==> src/rtl/i2c_pkg.sv <==
// rtl/i2c_pkg.sv - shared widths, FSM encodings and command layout for the I2C command sequencer
package i2c_pkg;

  localparam int I2C_DATA_WIDTH = 8;
  localparam int I2C_REG_WIDTH  = 8;
  localparam int I2C_ADDR_WIDTH = 7;

  typedef logic [1:0] state_t;

  localparam state_t ST_IDLE      = 2'd0;
  localparam state_t ST_LAUNCH    = 2'd1;
  localparam state_t ST_WAIT_DONE = 2'd2;
  localparam state_t ST_RESP      = 2'd3;

  typedef struct packed {
    logic                      rw;
    logic [I2C_ADDR_WIDTH-1:0] device_addr;
    logic [I2C_REG_WIDTH-1:0]  reg_addr;
    logic [I2C_DATA_WIDTH-1:0] data;
  } i2c_cmd_t;

  function automatic int max_int(input int a, input int b);
    return (a > b) ? a : b;
  endfunction

endpackage

==> src/rtl/i2c_cmd_fifo.sv <==
// rtl/i2c_cmd_fifo.sv - synchronous command FIFO, power-of-two depth, registered level
module i2c_cmd_fifo #(
  parameter int WIDTH = 8,
  parameter int DEPTH = 4
) (
  input  logic                         i_clk,
  input  logic                         i_rst,
  input  logic                         i_push,
  input  logic [WIDTH-1:0]             i_data,
  input  logic                         i_pop,
  output logic [WIDTH-1:0]             o_data,
  output logic                         o_full,
  output logic                         o_empty,
  output logic [$clog2(DEPTH+1)-1:0]   o_level
);

  localparam int PTR_W = $clog2(DEPTH);
  localparam int LVL_W = $clog2(DEPTH + 1);

  logic [WIDTH-1:0] mem_q [DEPTH];
  logic [PTR_W-1:0] wr_ptr_q, wr_ptr_d;
  logic [PTR_W-1:0] rd_ptr_q, rd_ptr_d;
  logic [LVL_W-1:0] level_q, level_d;
  logic             push_ok, pop_ok;

  assign o_full  = (level_q == LVL_W'(DEPTH));
  assign o_empty = (level_q == '0);
  assign o_level = level_q;
  assign o_data  = mem_q[rd_ptr_q];

  assign push_ok = i_push && !o_full;
  assign pop_ok  = i_pop && !o_empty;

  // Pointers wrap naturally because DEPTH is a power of two.
  always_comb begin
    wr_ptr_d = push_ok ? wr_ptr_q + PTR_W'(1) : wr_ptr_q;
    rd_ptr_d = pop_ok  ? rd_ptr_q + PTR_W'(1) : rd_ptr_q;
    level_d  = level_q + LVL_W'(push_ok) - LVL_W'(pop_ok);
  end

  always_ff @(posedge i_clk) begin
    if (i_rst) begin
      wr_ptr_q <= '0;
      rd_ptr_q <= '0;
      level_q  <= '0;
    end else begin
      wr_ptr_q <= wr_ptr_d;
      rd_ptr_q <= rd_ptr_d;
      level_q  <= level_d;
    end
  end

  always_ff @(posedge i_clk) begin
    if (push_ok) mem_q[wr_ptr_q] <= i_data;
  end

endmodule

==> src/rtl/i2c_cmd_sequencer.sv <==
// rtl/i2c_cmd_sequencer.sv - queues I2C register commands, drives the master enable/busy handshake, returns one response per command
module i2c_cmd_sequencer
  import i2c_pkg::*;
#(
  parameter int DATA_WIDTH    = I2C_DATA_WIDTH,
  parameter int REG_WIDTH     = I2C_REG_WIDTH,
  parameter int ADDR_WIDTH    = I2C_ADDR_WIDTH,
  parameter int FIFO_DEPTH    = 4,
  parameter int START_TIMEOUT = 16,
  parameter int BUSY_TIMEOUT  = 1 << 24
) (
  input  logic                  i_clk,
  input  logic                  i_rst,
  input  logic                  i_cmd_valid,
  output logic                  o_cmd_ready,
  input  logic                  i_cmd_rw,
  input  logic [ADDR_WIDTH-1:0] i_cmd_device_addr,
  input  logic [REG_WIDTH-1:0]  i_cmd_reg_addr,
  input  logic [DATA_WIDTH-1:0] i_cmd_data,
  input  logic [15:0]           i_divider,
  output logic                  o_rsp_valid,
  input  logic                  i_rsp_ready,
  output logic [DATA_WIDTH-1:0] o_rsp_data,
  output logic                  o_rsp_rw,
  output logic                  o_rsp_error,
  output logic                  o_enable,
  output logic                  o_rw,
  output logic [DATA_WIDTH-1:0] o_mosi_data,
  output logic [REG_WIDTH-1:0]  o_reg_addr,
  output logic [ADDR_WIDTH-1:0] o_device_addr,
  output logic [15:0]           o_divider,
  input  logic [DATA_WIDTH-1:0] i_miso_data,
  input  logic                  i_busy
);

  localparam int CMD_W   = 1 + ADDR_WIDTH + REG_WIDTH + DATA_WIDTH;
  localparam int LVL_W   = $clog2(FIFO_DEPTH + 1);
  localparam int CNT_MAX = max_int(START_TIMEOUT, BUSY_TIMEOUT);
  localparam int CNT_W   = $clog2(CNT_MAX + 1);

  localparam logic [CNT_W-1:0] START_LAST = CNT_W'(START_TIMEOUT - 1);
  localparam logic [CNT_W-1:0] BUSY_LAST  = CNT_W'(BUSY_TIMEOUT - 1);
  localparam logic [CNT_W-1:0] CNT_SAT    = CNT_W'(CNT_MAX);

  state_t                state_q, state_d;
  logic [CNT_W-1:0]      cnt_q, cnt_d, cnt_inc;
  logic                  cmd_ready_q, cmd_ready_d;
  logic                  enable_q, enable_d;
  logic                  rw_q, rw_d;
  logic [ADDR_WIDTH-1:0] dev_q, dev_d;
  logic [REG_WIDTH-1:0]  reg_q, reg_d;
  logic [DATA_WIDTH-1:0] mosi_q, mosi_d;
  logic [15:0]           div_q, div_d;
  logic                  rsp_valid_q, rsp_valid_d;
  logic [DATA_WIDTH-1:0] rsp_data_q, rsp_data_d;
  logic                  rsp_rw_q, rsp_rw_d;
  logic                  rsp_error_q, rsp_error_d;

  logic                  cmd_push, dispatch;
  logic                  fifo_full, fifo_empty;
  logic [LVL_W-1:0]      fifo_level, level_nxt;
  logic [CMD_W-1:0]      head;

  assign cmd_push = i_cmd_valid && cmd_ready_q && !fifo_full;

  i2c_cmd_fifo #(
    .WIDTH (CMD_W),
    .DEPTH (FIFO_DEPTH)
  ) u_fifo (
    .i_clk   (i_clk),
    .i_rst   (i_rst),
    .i_push  (cmd_push),
    .i_data  ({i_cmd_rw, i_cmd_device_addr, i_cmd_reg_addr, i_cmd_data}),
    .i_pop   (dispatch),
    .o_data  (head),
    .o_full  (fifo_full),
    .o_empty (fifo_empty),
    .o_level (fifo_level)
  );

  assign level_nxt = fifo_level + LVL_W'(cmd_push) - LVL_W'(dispatch);
  assign cnt_inc   = (cnt_q == CNT_SAT) ? cnt_q : cnt_q + CNT_W'(1);

  always_comb begin
    state_d     = state_q;
    cnt_d       = cnt_q;
    enable_d    = enable_q;
    rw_d        = rw_q;
    dev_d       = dev_q;
    reg_d       = reg_q;
    mosi_d      = mosi_q;
    div_d       = div_q;
    rsp_valid_d = rsp_valid_q;
    rsp_data_d  = rsp_data_q;
    rsp_rw_d    = rsp_rw_q;
    rsp_error_d = rsp_error_q;
    dispatch    = 1'b0;

    case (state_q)
      ST_IDLE: begin
        // A master still busy after a timeout holds off the next command.
        if (!fifo_empty && !rsp_valid_q && !i_busy) begin
          dispatch = 1'b1;
          rw_d     = head[CMD_W-1];
          dev_d    = head[CMD_W-2 -: ADDR_WIDTH];
          reg_d    = head[DATA_WIDTH+REG_WIDTH-1 -: REG_WIDTH];
          mosi_d   = head[DATA_WIDTH-1:0];
          div_d    = i_divider;
          cnt_d    = '0;
          enable_d = 1'b1;
          state_d  = ST_LAUNCH;
        end
      end
      ST_LAUNCH: begin
        if (i_busy) begin
          enable_d = 1'b0;
          cnt_d    = '0;
          state_d  = ST_WAIT_DONE;
        end else if (cnt_q == START_LAST) begin
          enable_d    = 1'b0;
          rsp_valid_d = 1'b1;
          rsp_error_d = 1'b1;
          rsp_data_d  = '0;
          rsp_rw_d    = rw_q;
          state_d     = ST_RESP;
        end else begin
          cnt_d = cnt_inc;
        end
      end
      ST_WAIT_DONE: begin
        if (!i_busy) begin
          rsp_valid_d = 1'b1;
          rsp_error_d = 1'b0;
          rsp_data_d  = rw_q ? i_miso_data : '0;
          rsp_rw_d    = rw_q;
          state_d     = ST_RESP;
        end else if (cnt_q == BUSY_LAST) begin
          rsp_valid_d = 1'b1;
          rsp_error_d = 1'b1;
          rsp_data_d  = '0;
          rsp_rw_d    = rw_q;
          state_d     = ST_RESP;
        end else begin
          cnt_d = cnt_inc;
        end
      end
      ST_RESP: begin
        if (i_rsp_ready) begin
          rsp_valid_d = 1'b0;
          state_d     = ST_IDLE;
        end
      end
      default: state_d = ST_IDLE;
    endcase

    cmd_ready_d = (level_nxt != LVL_W'(FIFO_DEPTH));
  end

  always_ff @(posedge i_clk) begin
    if (i_rst) begin
      state_q     <= ST_IDLE;
      cnt_q       <= '0;
      cmd_ready_q <= 1'b0;
      enable_q    <= 1'b0;
      rw_q        <= 1'b0;
      dev_q       <= '0;
      reg_q       <= '0;
      mosi_q      <= '0;
      div_q       <= '0;
      rsp_valid_q <= 1'b0;
      rsp_data_q  <= '0;
      rsp_rw_q    <= 1'b0;
      rsp_error_q <= 1'b0;
    end else begin
      state_q     <= state_d;
      cnt_q       <= cnt_d;
      cmd_ready_q <= cmd_ready_d;
      enable_q    <= enable_d;
      rw_q        <= rw_d;
      dev_q       <= dev_d;
      reg_q       <= reg_d;
      mosi_q      <= mosi_d;
      div_q       <= div_d;
      rsp_valid_q <= rsp_valid_d;
      rsp_data_q  <= rsp_data_d;
      rsp_rw_q    <= rsp_rw_d;
      rsp_error_q <= rsp_error_d;
    end
  end

  assign o_cmd_ready   = cmd_ready_q;
  assign o_enable      = enable_q;
  assign o_rw          = rw_q;
  assign o_device_addr = dev_q;
  assign o_reg_addr    = reg_q;
  assign o_mosi_data   = mosi_q;
  assign o_divider     = div_q;
  assign o_rsp_valid   = rsp_valid_q;
  assign o_rsp_data    = rsp_data_q;
  assign o_rsp_rw      = rsp_rw_q;
  assign o_rsp_error   = rsp_error_q;

endmodule

==> config.mk <==
export PLATFORM = sky130hd
export DESIGN_NAME = i2c_cmd_sequencer
export DESIGN_NICKNAME = d
export VERILOG_FILES = /design/src/rtl/i2c_pkg.sv /design/src/rtl/i2c_cmd_fifo.sv /design/src/rtl/i2c_cmd_sequencer.sv
export SDC_FILE = /design/constraint.sdc
export NUM_CORES = 1
export LEC_CHECK = 0
export BUFFER_PORTS_ARGS = -buffer_cell sky130_fd_sc_hd__buf_4
export CAP_MARGIN = 20
export CORE_MARGIN = 2
export CORE_UTILIZATION = 40
export DETAILED_ROUTE_END_ITERATION = 10
export GPL_ROUTABILITY_DRIVEN = 1
export PLACE_DENSITY = 0.67
export SLEW_MARGIN = 0
export SYNTH_ARGS = -nofsm -noshare
export SYNTH_HDL_FRONTEND = slang
export SYNTH_SLANG_ARGS = --single-unit
==> constraint.sdc <==
create_clock -name i_clk -period 6.5 [get_ports i_clk]
set_input_delay 0.325 -clock i_clk [delete_from_list [all_inputs] [get_ports i_clk]]
set_output_delay 0.325 -clock i_clk [all_outputs]
set_load 0.005 [all_outputs]
==> results of run 1 <==
-- area by class of cell --
type                            instances  area (sq um)
Tap cell                              229           287
Timing Repair Buffer                  113           848
Inverter                               17          63.8
Clock buffer                           19           433
Clock inverter                         13           135
Sequential cell                       183          4630
Fill cell                            1578          9090
Multi-Input combinational cell        394          2660
-- cell usage after synthesis (all sizes together) (5+ instances only) --
| cell type | instances | share of area |
|---|---|---|
| inv | 17 | 0.0085 |
| edfxtp | 96 | 0.39 |
| and4 | 6 | 0.0070 |
| mux4 | 24 | 0.072 |
| a31oi | 9 | 0.0075 |
| ha | 14 | 0.023 |
| a21oi | 64 | 0.043 |
| and2 | 6 | 0.0050 |
| clkbuf | 26 | 0.013 |
| nand2 | 100 | 0.050 |
| nor4 | 10 | 0.011 |
| nand4 | 9 | 0.0075 |
| or4 | 7 | 0.0070 |
| nand4b | 5 | 0.0059 |
| nor2 | 36 | 0.018 |
| buf | 7 | 0.0040 |
| nand3 | 11 | 0.0074 |
| o21ai | 23 | 0.015 |
| dfxtp | 87 | 0.23 |
| nor3 | 12 | 0.0080 |
| a22o | 8 | 0.0094 |
| xnor2 | 10 | 0.012 |
-- state kept, by name, indices dropped and copies added (netlist names) --
name	count
o_divider	16
state_q	2
o_rsp_error	1
o_rsp_valid	1
o_cmd_ready	1
o_rsp_rw	1
u_fifo.o_level	3
o_rw	1
u_fifo.mem_q	96
o_mosi_data	8
u_fifo.wr_ptr_q	2
u_fifo.rd_ptr_q	2
o_reg_addr	8
o_device_addr	7
o_rsp_data	8
o_enable	1
cnt_q	25
-- cells in the final DEF (no fill, tap or decap), types with 7 or more instances in the layout --
cell type,n
buf_4,113
nand2_1,99
edfxtp_1,96
dfxtp_1,86
a21oi_1,64
nor2_1,36
mux4_2,24
o21ai_0,22
clkbuf_16,17
inv_1,16
ha_1,14
nor3_1,12
nand3_1,11
xnor2_1,10
a31oi_1,9
nand4_1,9
nor4_1,8
a22o_1,8
or4_1,7
-- logic make-up after synthesis --
group           count (synthesis)  synth area share
fa+ha+maj                      16            0.0288
flops                         183             0.619
compound gates                120            0.0941
simple gates                  221             0.145
xor+xnor                       11            0.0129
buf+inv                        50            0.0256
mux                            26            0.0750
-- metal layers --
metal,GRT usage,part of all wire
met4,0.0405,0.0080
met1,0.212,0.42
met5,0,0.00077
met3,0.0574,0.076
met2,0.294,0.49
-- stage by stage --
stage,total power [mW],worst slack [ns],util,area (sq um),hold slack (ns)
final,3.34,3.08,0.499,9050,0.0962
after global placement,2.34,3.15,0.468,8490,0.447
after global routing,3.53,2.83,0.499,9050,0.0753
after detailed placement,2.37,3.06,0.468,8490,0.448
after CTS,3.37,3.06,0.499,9050,0.0781
after floorplan,2.05,4.00,-,7470,0.424
-- worst max-delay path, delay by kind of cell, from the launching register on --
family,cells,cell delay [ns]
xor gates and xnor gates,1,0.16
DFF,1,0.40
and+or+nand+nor,2,0.69
adders and majority gates,4,1.28
buffers and inverters,3,0.72
-- power by group --
part	switching, mW	internal [mW]
registers	0.125	1.36
logic	0.463	0.392
clock network	0.460	0.542
total	1.05	2.29
-- how the worst min path moves through the flow --
| stage | start | end | slack [ns] |
|---|---|---|---|
| after global placement | o_divider[13] | o_divider[13] | 0.45 |
| after floorplan | i_cmd_data[0] | u_fifo.mem_q[0][0] | 0.42 |
| after detailed placement | o_device_addr[4] | o_device_addr[4] | 0.45 |
| after global routing | i_cmd_reg_addr[7] | u_fifo.mem_q[3][15] | 0.08 |
| final | i_cmd_data[3] | u_fifo.mem_q[3][3] | 0.1 |
| after CTS | i_cmd_data[5] | u_fifo.mem_q[0][5] | 0.08 |
==> key figures, run 1 <==
Worst setup path
  • Crit Path Max Fanout: 44
  • FF-to-FF Start: state_q[0]
  • CP startpoint kind: flop
  • Worst Path Class, Setup: flop to flop
  • CP arrival: around 3.7 ns
  • Worst Setup End Kind: flop
  • Reg2Reg Setup Slack: around 3.1 ns
  • Required @ worst endpoint: 6.77 ns
  • Slowest-stage cell, CP: nand2_2
  • Max incr delay on CP: about 0.64 ns
  • R2r endpoint: u_fifo.o_level[2]
  • Worst r2r path cells: 10
  • CP endpoint: u_fifo.o_level[2]
  • Top cell by count, worst path: ha_1
  • Crit path cell chain: inv_1, ha_1, nand2_2, inv_2, ha_1, inv_1, ha_1, fa_1, xnor2_1, nor2_1
  • Crit path from: state_q[0]

Routing
  • DRC violation count after routing: 0
  • Avg Vias per Cell: around 5.5
  • Final wirelength: ~17000 um
  • Post-DRT Antenna Nets: 0
  • Iteration-0 DRC Markers: approximately 400
  • Drt first pass iters: 4
  • Wire length per cell: ~17 um
  • Via count: 5305

Global route
  • Largest net degree at the start of global routing: between 70 and 80
  • First-pass GRT wire length: between 20000 and 30000 um
  • Vias in the first global route: 5198
  • Remaining Overflow, GRT: 0
  • Gr usage total: 0.172
  • Antenna violations before repair: 1

Timing
  • RSZ-0062 raised after global routing: no
  • Relative slew slack: 0.369
  • Final max-slew violation count: 0
  • Period utilization: 0.526
  • Setup Viol. Count Final: 0
  • Setup TNS Final: 0 ns
  • Fmax: 293 MHz
  • Final hold vios: 0
  • Crit path time final: 3.42 ns
  • Worst Tran Pin Value: 0.946 ns
  • Clk_skew: between 0.01 and 0.015 ns

Clock tree
  • Clock Tree Buf Depth: 2
  • TritonCTS sink count: between 150 and 200
  • Worst-Skew Late Latency: approximately 0.42 ns
  • PostCTS Resize Cnt: 0
  • Cts bufs inserted: 17
  • CTS tree: yes
  • Clock H-tree levels: 4
  • Hold Buf Count CTS: 0
  • Clk root buf: clkbuf_16
  • Post-CTS Setup Bufs: 0
  • Clock transition at path regs: 0.07 ns

Floorplanning
  • Row cnt: between 40 and 50
  • Die H: between 100 and 150 um
  • Io pins: ~110
  • Core box area: about 18000 sq um
  • Die W: 141 um
  • Die area: 19800 sq um
  • Starting Density: 0.412

Logic synthesis
  • Synth async-reset ratio: 0
  • Syn Area/Cell: around 12 sq um
  • Yosys cell types: 49
  • Seq/Total Area, Yosys: 0.619
  • Main synth FF type: edfxtp_1
  • Post-synth EDFFs: 96
  • Synth Cell Area: between 7000 and 8000 sq um
  • Register bit total from synthesis: around 180
  • Post-Syn Nets: just under 700
  • Syn Inst Count: 627
  • Yosys warning total: 0

Finish
  • Ant diodes: 0
  • Post-Layout Cell Count: 968
  • Share of layout cells above drive strength 1: 0.237
  • Post-layout nets: approximately 800
  • Area Growth Syn to Fin: 21.1%

Min path
  • WHS Path Cells: 1
  • Worst min path class: input pin to flop

Job
  • Total of max-cap violations: 0

Placement
  • Placed cell count: around 940
  • IO buf count: 105
  • Hpwl dp: approximately 11000 um
  • GP Congestion: roughly 0.85

Outcome
  • Outcome: finished, final reports clean

Pwr
  • Peak supply drop: approximately 0.20 mV
  • P per Cell Area: ~370 nW/um^2
  • Pleak: ~3.2 nW
(Power assumes the default switching activity.)
==> run 2: changes to the inputs <==
ABC_AREA = 1   (was unset)
clock period = 3.39 ns   (was 6.5 ns; I/O delays follow)
==> key figures, run 2 <==
Outcome
  • Outcome: finished, final reports clean

Finish
  • Most flops, register: u_fifo.mem_q
  • Most frequent cells in the layout: nor2_1, nand2_1, buf_4
  • Area Growth Syn to Fin: 25.4%
  • Ant diodes: 0
  • Final Cell Area: between 10000 and 15000 sq um
  • Commonest non-fill, non-tap cell in the layout: nor2_1
  • Post-Layout Cell Count: 1317
  • Max reg flops: 96
  • Share of layout cells above drive strength 1: 0.177
  • Post-layout nets: between 1000 and 1500
  • Fillers: around 1800

Pwr
  • Pint: about 4.5 mW
  • Pleak: approximately 4 nW
  • Sw power: around 2.6 mW
  • P per Cell Area: about 700 nW/um^2
  • Clk pwr share: 0.285
  • Seq pwr share: 0.398
  • Combinational power share: 0.317
  • Switching Fraction: 0.369
  • Peak supply drop: slightly above 0.3 mV

Logic synthesis
  • Synth async-reset ratio: 0
  • Most frequent cell after synthesis: nor2_1
  • Register bit total from synthesis: around 180
  • Post-synth EDFFs: 96
  • Post-synth top area share: 0.358
  • Yosys warning total: 0
  • List of most frequent post-synthesis cells: nor2_1, nand2_1, o21ai_0
  • Syn Area/Cell: 8.90 sq um
  • Syn Inst Count: between 900 and 1000
  • Synth Cell Area: between 8000 and 9000 sq um
  • Area contributors post-synth: edfxtp_1, dfxtp_1, nor2_1
  • Yosys cell types: 38
  • Post-Syn Nets: roughly 980
  • Post-synth top area cell: edfxtp_1
  • Main synth FF type: edfxtp_1
  • Seq/Total Area, Yosys: 0.574

Worst setup path
  • Crit path depth: 11
  • Worst r2r path cells: 11
  • WP buf/inv: 5
  • Crit Path Max Fanout: 42
  • CP top delay family: adder cells
  • Max incr delay on CP: roughly 0.40 ns
  • Crit path cell chain: inv_1, ha_1, inv_1, nor2_4, buf_4, ha_1, inv_1, ha_1, fa_1, inv_1, nor2_1
  • Slowest-stage cell, CP: fa_1
  • Crit path from: state_q[0]
  • R2r endpoint: u_fifo.o_level[1]
  • Worst Path Class, Setup: flop to flop
  • CP endpoint: u_fifo.o_level[1]
  • FF-to-FF Start: state_q[0]
  • CP startpoint kind: flop
  • Required @ worst endpoint: approximately 3.7 ns
  • Reg2Reg Setup Slack: just under 0.9 ns
  • Top cell by count, worst path: inv_1
  • CP arrival: between 2 and 3 ns
  • Worst Setup End Kind: flop

Timing
  • Period utilization: 0.738
  • Fmax: about 400 MHz
  • Final hold vios: 0
  • Worst Tran Pin Value: 1.02 ns
  • Setup Viol. Count Final: 0
  • Setup TNS Final: 0 ns
  • Clk_skew: ~0.012 ns
  • RSZ-0062 raised after global routing: no
  • Hold WS: between 0.09 and 0.1 ns
  • Final max-slew violation count: 0
  • Setup WS post-layout: between 0.8 and 0.9 ns
  • Relative slew slack: 0.320
  • Crit path time final: around 2.5 ns

Placement
  • Post-place instance area: roughly 9000 sq um
  • Hpwl dp: 12200 um
  • Pre-CTS setup slack: just over 0.9 ns
  • Placed cell count: around 1200
  • IO buf count: between 100 and 150
  • GP Congestion: between 0.8 and 0.9

Routing
  • Via count: roughly 6500
  • Final wirelength: approximately 19000 um
  • Wire length per cell: 14.5 um
  • DRC violation count after routing: 0
  • Post-DRT Antenna Nets: 0
  • Drt first pass iters: 5
  • Avg Vias per Cell: 4.94
  • Iteration-0 DRC Markers: around 440

Clock tree
  • Clock H-tree levels: 4
  • Worst-Skew Late Latency: about 0.43 ns
  • Clk root buf: clkbuf_16
  • Clock Tree Buf Depth: 2
  • CTS tree: yes
  • Cts bufs inserted: 17
  • Clock transition at path regs: 0.08 ns
  • TritonCTS sink count: between 150 and 200

Job
  • Total of max-cap violations: 0

Global route
  • Largest net degree at the start of global routing: 66
  • Gr usage total: 0.183
  • First-pass GRT wire length: approximately 31000 um
  • Vias in the first global route: 6227
  • Remaining Overflow, GRT: 0
  • Antenna violations before repair: 0

Floorplanning
  • Die H: roughly 150 um
  • Starting Density: 0.412
  • Row cnt: 51
  • Core box area: roughly 20000 sq um
  • Die area: approximately 21000 sq um
  • Io pins: between 100 and 150
  • Die W: 146 um

Min path
  • Worst min path class: input pin to flop
run 2: cell count changes after synthesis, moves of 24 or more:
cell	before	now
nor2_1	36	193
o21ai_0	22	101
inv_1	16	65
nand3_1	11	46
nand2_1	100	133
a21oi_1	64	33
mux4_2	24	0
o22ai_1	0	24
run 2: through the flow:
| stage | power [mW] | utilization |
|---|---|---|
| floorplan | 4.36 | - |
| global placement | 5.04 | 0.464 |
| detailed placement | 5.08 | 0.464 |
| CTS | 7.14 | 0.516 |
| global route | 7.55 | 0.516 |
| finish | 7.09 | 0.516 |
run 2: cells by family after synthesis:
family | after synthesis | synth area share
AO/OA/AOI/OAI | 177 | 0.121
XOR/XNOR | 4 | 0.00435
adder cells (fa/ha/maj) | 16 | 0.0267
buffers and inverters | 111 | 0.0552
flip-flops | 183 | 0.574
AND/OR/NAND/NOR | 415 | 0.220
run 2: worst min-delay path by stage:
stage	from	endpoint	slack [ns]	cells past startpoint
2_1_floorplan	i_rst	cnt_q[3]	0.24	1
3_3_place_gp	i_cmd_device_addr[6]	u_fifo.mem_q[3][22]	0.37	1
3_5_place_dp	i_cmd_device_addr[1]	u_fifo.mem_q[3][17]	0.37	1
4_1_cts	i_rst	u_fifo.o_level[1]	0.08	2
5_1_grt	i_rst	cnt_q[22]	0.1	2
6_report	i_rst	u_fifo.o_level[1]	0.09	2
run 2: power groups by stage:
stage,registers (mW),clock network [mW],logic [mW]
detailed placement,2.87,0,2.21
floorplan,2.84,0,1.52
global route,2.86,2.15,2.54
finish,2.82,2.02,2.25
global placement,2.86,0,2.17
CTS,2.82,2.06,2.26
run 2: repair_timing:
action / in CTS / in global routing
hold endpoints to repair: 112 / 0
endpoints found under the setup margin: 0 / 0
hold buffers: 40 / 0
gates resized for setup: 0 / 0
setup buffers: 0 / 0
run 2: cell type report:
type                       count  area, sq um  share of cell area
clock buffer                  17          425              0.0421
clock inverter                15          190              0.0188
inverter                      69          259              0.0256
multi-input combinational    612         3010               0.298
sequential                   183         4620               0.457
tap                          265          332              0.0328
timing repair buffer         156         1270               0.126
run 2: routing by layer:
metal / global-route usage / wire [um]
met1: 0.234 / 8440
met2: 0.318 / 9800
met3: 0.0351 / 710
met4: 0.0505 / 193
met5: 0 / 0
==> run 3: changes to the inputs <==
ABC_AREA = 0   (was 1)
clock period = 2.55 ns   (was 3.39 ns; I/O delays follow)
==> key figures, run 3 (synthesis results as in run 1) <==
Timing
  • Clk_skew: 0.0121 ns
  • Relative slew slack: 0.693
  • Final max-slew violation count: 0
  • Period utilization: 0.971
  • Fmax: about 400 MHz
  • Final hold vios: 0
  • Setup Viol. Count Final: 0
  • Worst Tran Pin Value: between 0.4 and 0.5 ns
  • Crit path time final: roughly 2.5 ns

Worst setup path
  • Crit Path Max Fanout: 6
  • Worst Setup End Kind: flop
  • WP buf/inv: 0
  • CP top delay family: compound AO/OA/AOI/OAI gates
  • Max incr delay on CP: approximately 0.46 ns
  • Required @ worst endpoint: 2.86 ns
  • CP startpoint kind: flop
  • Crit path cell chain: ha_2, and3_1, nand4_1, o311a_1, a2111oi_4, nand2_1, a32o_1
  • Worst Path Class, Setup: flop to flop
  • CP arrival: ~2.8 ns
  • Slowest-stage cell, CP: o311a_1

Clock tree
  • Clock transition at path regs: ~0.08 ns
  • Worst-Skew Late Latency: 0.43 ns
  • Cts bufs inserted: 17
  • Clock Tree Buf Depth: 2
  • Clock H-tree levels: 4
  • TritonCTS sink count: 183
  • Clk root buf: clkbuf_16
  • CTS tree: yes

Floorplanning
  • Row cnt: 49
  • Core box area: roughly 18000 sq um
  • Die H: between 100 and 150 um
  • Die area: just under 20000 sq um
  • Die W: about 140 um
  • Starting Density: 0.412
  • Io pins: between 100 and 150

Routing
  • Post-DRT Antenna Nets: 0
  • Via count: about 5600
  • Drt first pass iters: 6
  • DRC violation count after routing: 0
  • Wire length per cell: between 15 and 20 um
  • Avg Vias per Cell: 5.39
  • Iteration-0 DRC Markers: approximately 380
  • Final wirelength: ~18000 um

Pwr
  • Clk pwr share: 0.311
  • Seq pwr share: 0.410
  • Pint: between 6 and 7 mW
  • Combinational power share: 0.279
  • Sw power: between 2 and 3 mW
  • Switching Fraction: 0.311
  • Peak supply drop: roughly 0.63 mV
  • Pleak: 3.52 nW
  • P per Cell Area: slightly above 900 nW/um^2

Placement
  • Placed cell count: around 950
  • IO buf count: ~110
  • Hpwl dp: about 12000 um
  • GP Congestion: slightly above 0.9

Global route
  • First-pass GRT wire length: about 29000 um
  • Largest net degree at the start of global routing: 42
  • Vias in the first global route: 5741
  • Remaining Overflow, GRT: 0
  • Gr usage total: 0.183
  • Antenna violations before repair: 0

Finish
  • Share of layout cells above drive strength 1: 0.253
  • Finished Core Util: 0.539
  • Area Growth Syn to Fin: 30.9%
  • Post-layout nets: roughly 860
  • Ant diodes: 0
  • Most frequent cells in the layout: buf_4, nand2_1, edfxtp_1
  • Most flops, register: u_fifo.mem_q
  • Fillers: approximately 1500
  • Commonest non-fill, non-tap cell in the layout: buf_4
  • Max reg flops: 96
  • Post-Layout Cell Count: just over 1000

Job
  • Total of max-cap violations: 0

Outcome
  • Outcome: finished, final reports clean

Min path
  • Worst min path class: input pin to flop
-- run 3: area by class of cell --
cell class,count,area (sq um),area share
repair buffers,179,1480,0.151
inverters,17,63.8,0.00652
clock inverters,15,208,0.0212
multi-input cells,394,2690,0.275
flip-flops and latches,183,4630,0.473
clock buffers,17,425,0.0435
well taps,229,287,0.0293
-- run 3: routing by layer --
| layer | vias up | wire length (um) | global-route usage | share of wire |
|---|---|---|---|---|
| li1 | 2635 | - | - | - |
| met1 | 2722 | 7700 | 0.225 | 0.43 |
| met2 | 191 | 9040 | 0.315 | 0.50 |
| met3 | 29 | 901 | 0.0438 | 0.050 |
| met4 | 0 | 303 | 0.0647 | 0.017 |
| met5 | - | 0 | 0 | 0 |
-- run 3: metrics by stage --
step                      setup TNS (ns)  area [sq um]  power (mW)  worst slack (ns)  hold WS [ns]
final                                  0          9780        9.04            0.0727        0.0702
after global routing             -0.0202          9780        9.51           -0.0123        0.0706
after CTS                              0          9750        9.10            0.0203        0.0567
after detailed placement               0          8630        6.21            0.0445         0.331
after global placement                 0          8630        6.10             0.187         0.326
after floorplan                        0          7470        5.22            0.0522         0.226
-- run 3: repair_timing --
item | 4_1_cts | 5_1_grt
gates resized for setup | 1 | 9
buffers inserted | 0 | 1
setup endpoints to repair | 1 | 25
pin swaps | 0 | 2
hold buffers | 48 | 0
endpoints found under the hold margin | 120 | 0
-- run 3: power groups by stage --
stage,clock network [mW],logic [mW],registers (mW)
after floorplan,0,1.53,3.69
after global placement,0,2.36,3.75
after detailed placement,0,2.44,3.77
after CTS,2.86,2.54,3.71
after global routing,2.98,2.78,3.75
final,2.81,2.53,3.71
-- run 3: worst reg2reg max path, delay by kind of cell (launching register included) --
| kind | cells | cell delay (ns) |
|---|---|---|
| adders and majority gates | 1 | 0.21 |
| and+or+nand+nor | 3 | 0.58 |
| AOI/OAI and AO/OA | 3 | 1.20 |
| DFF | 1 | 0.38 |
-- run 3: final timing paths --
kind / from / endpoint / slack, ns / cells past startpoint
worst max-delay path: cnt_q[0] / state_q[0] / 0.07 / 7
worst min-delay path: i_rsp_ready / o_rsp_valid / 0.07 / 4
worst max register to register: cnt_q[0] / state_q[0] / 0.07 / 7
worst min register to register: o_divider[10] / o_divider[10] / 0.46 / 2
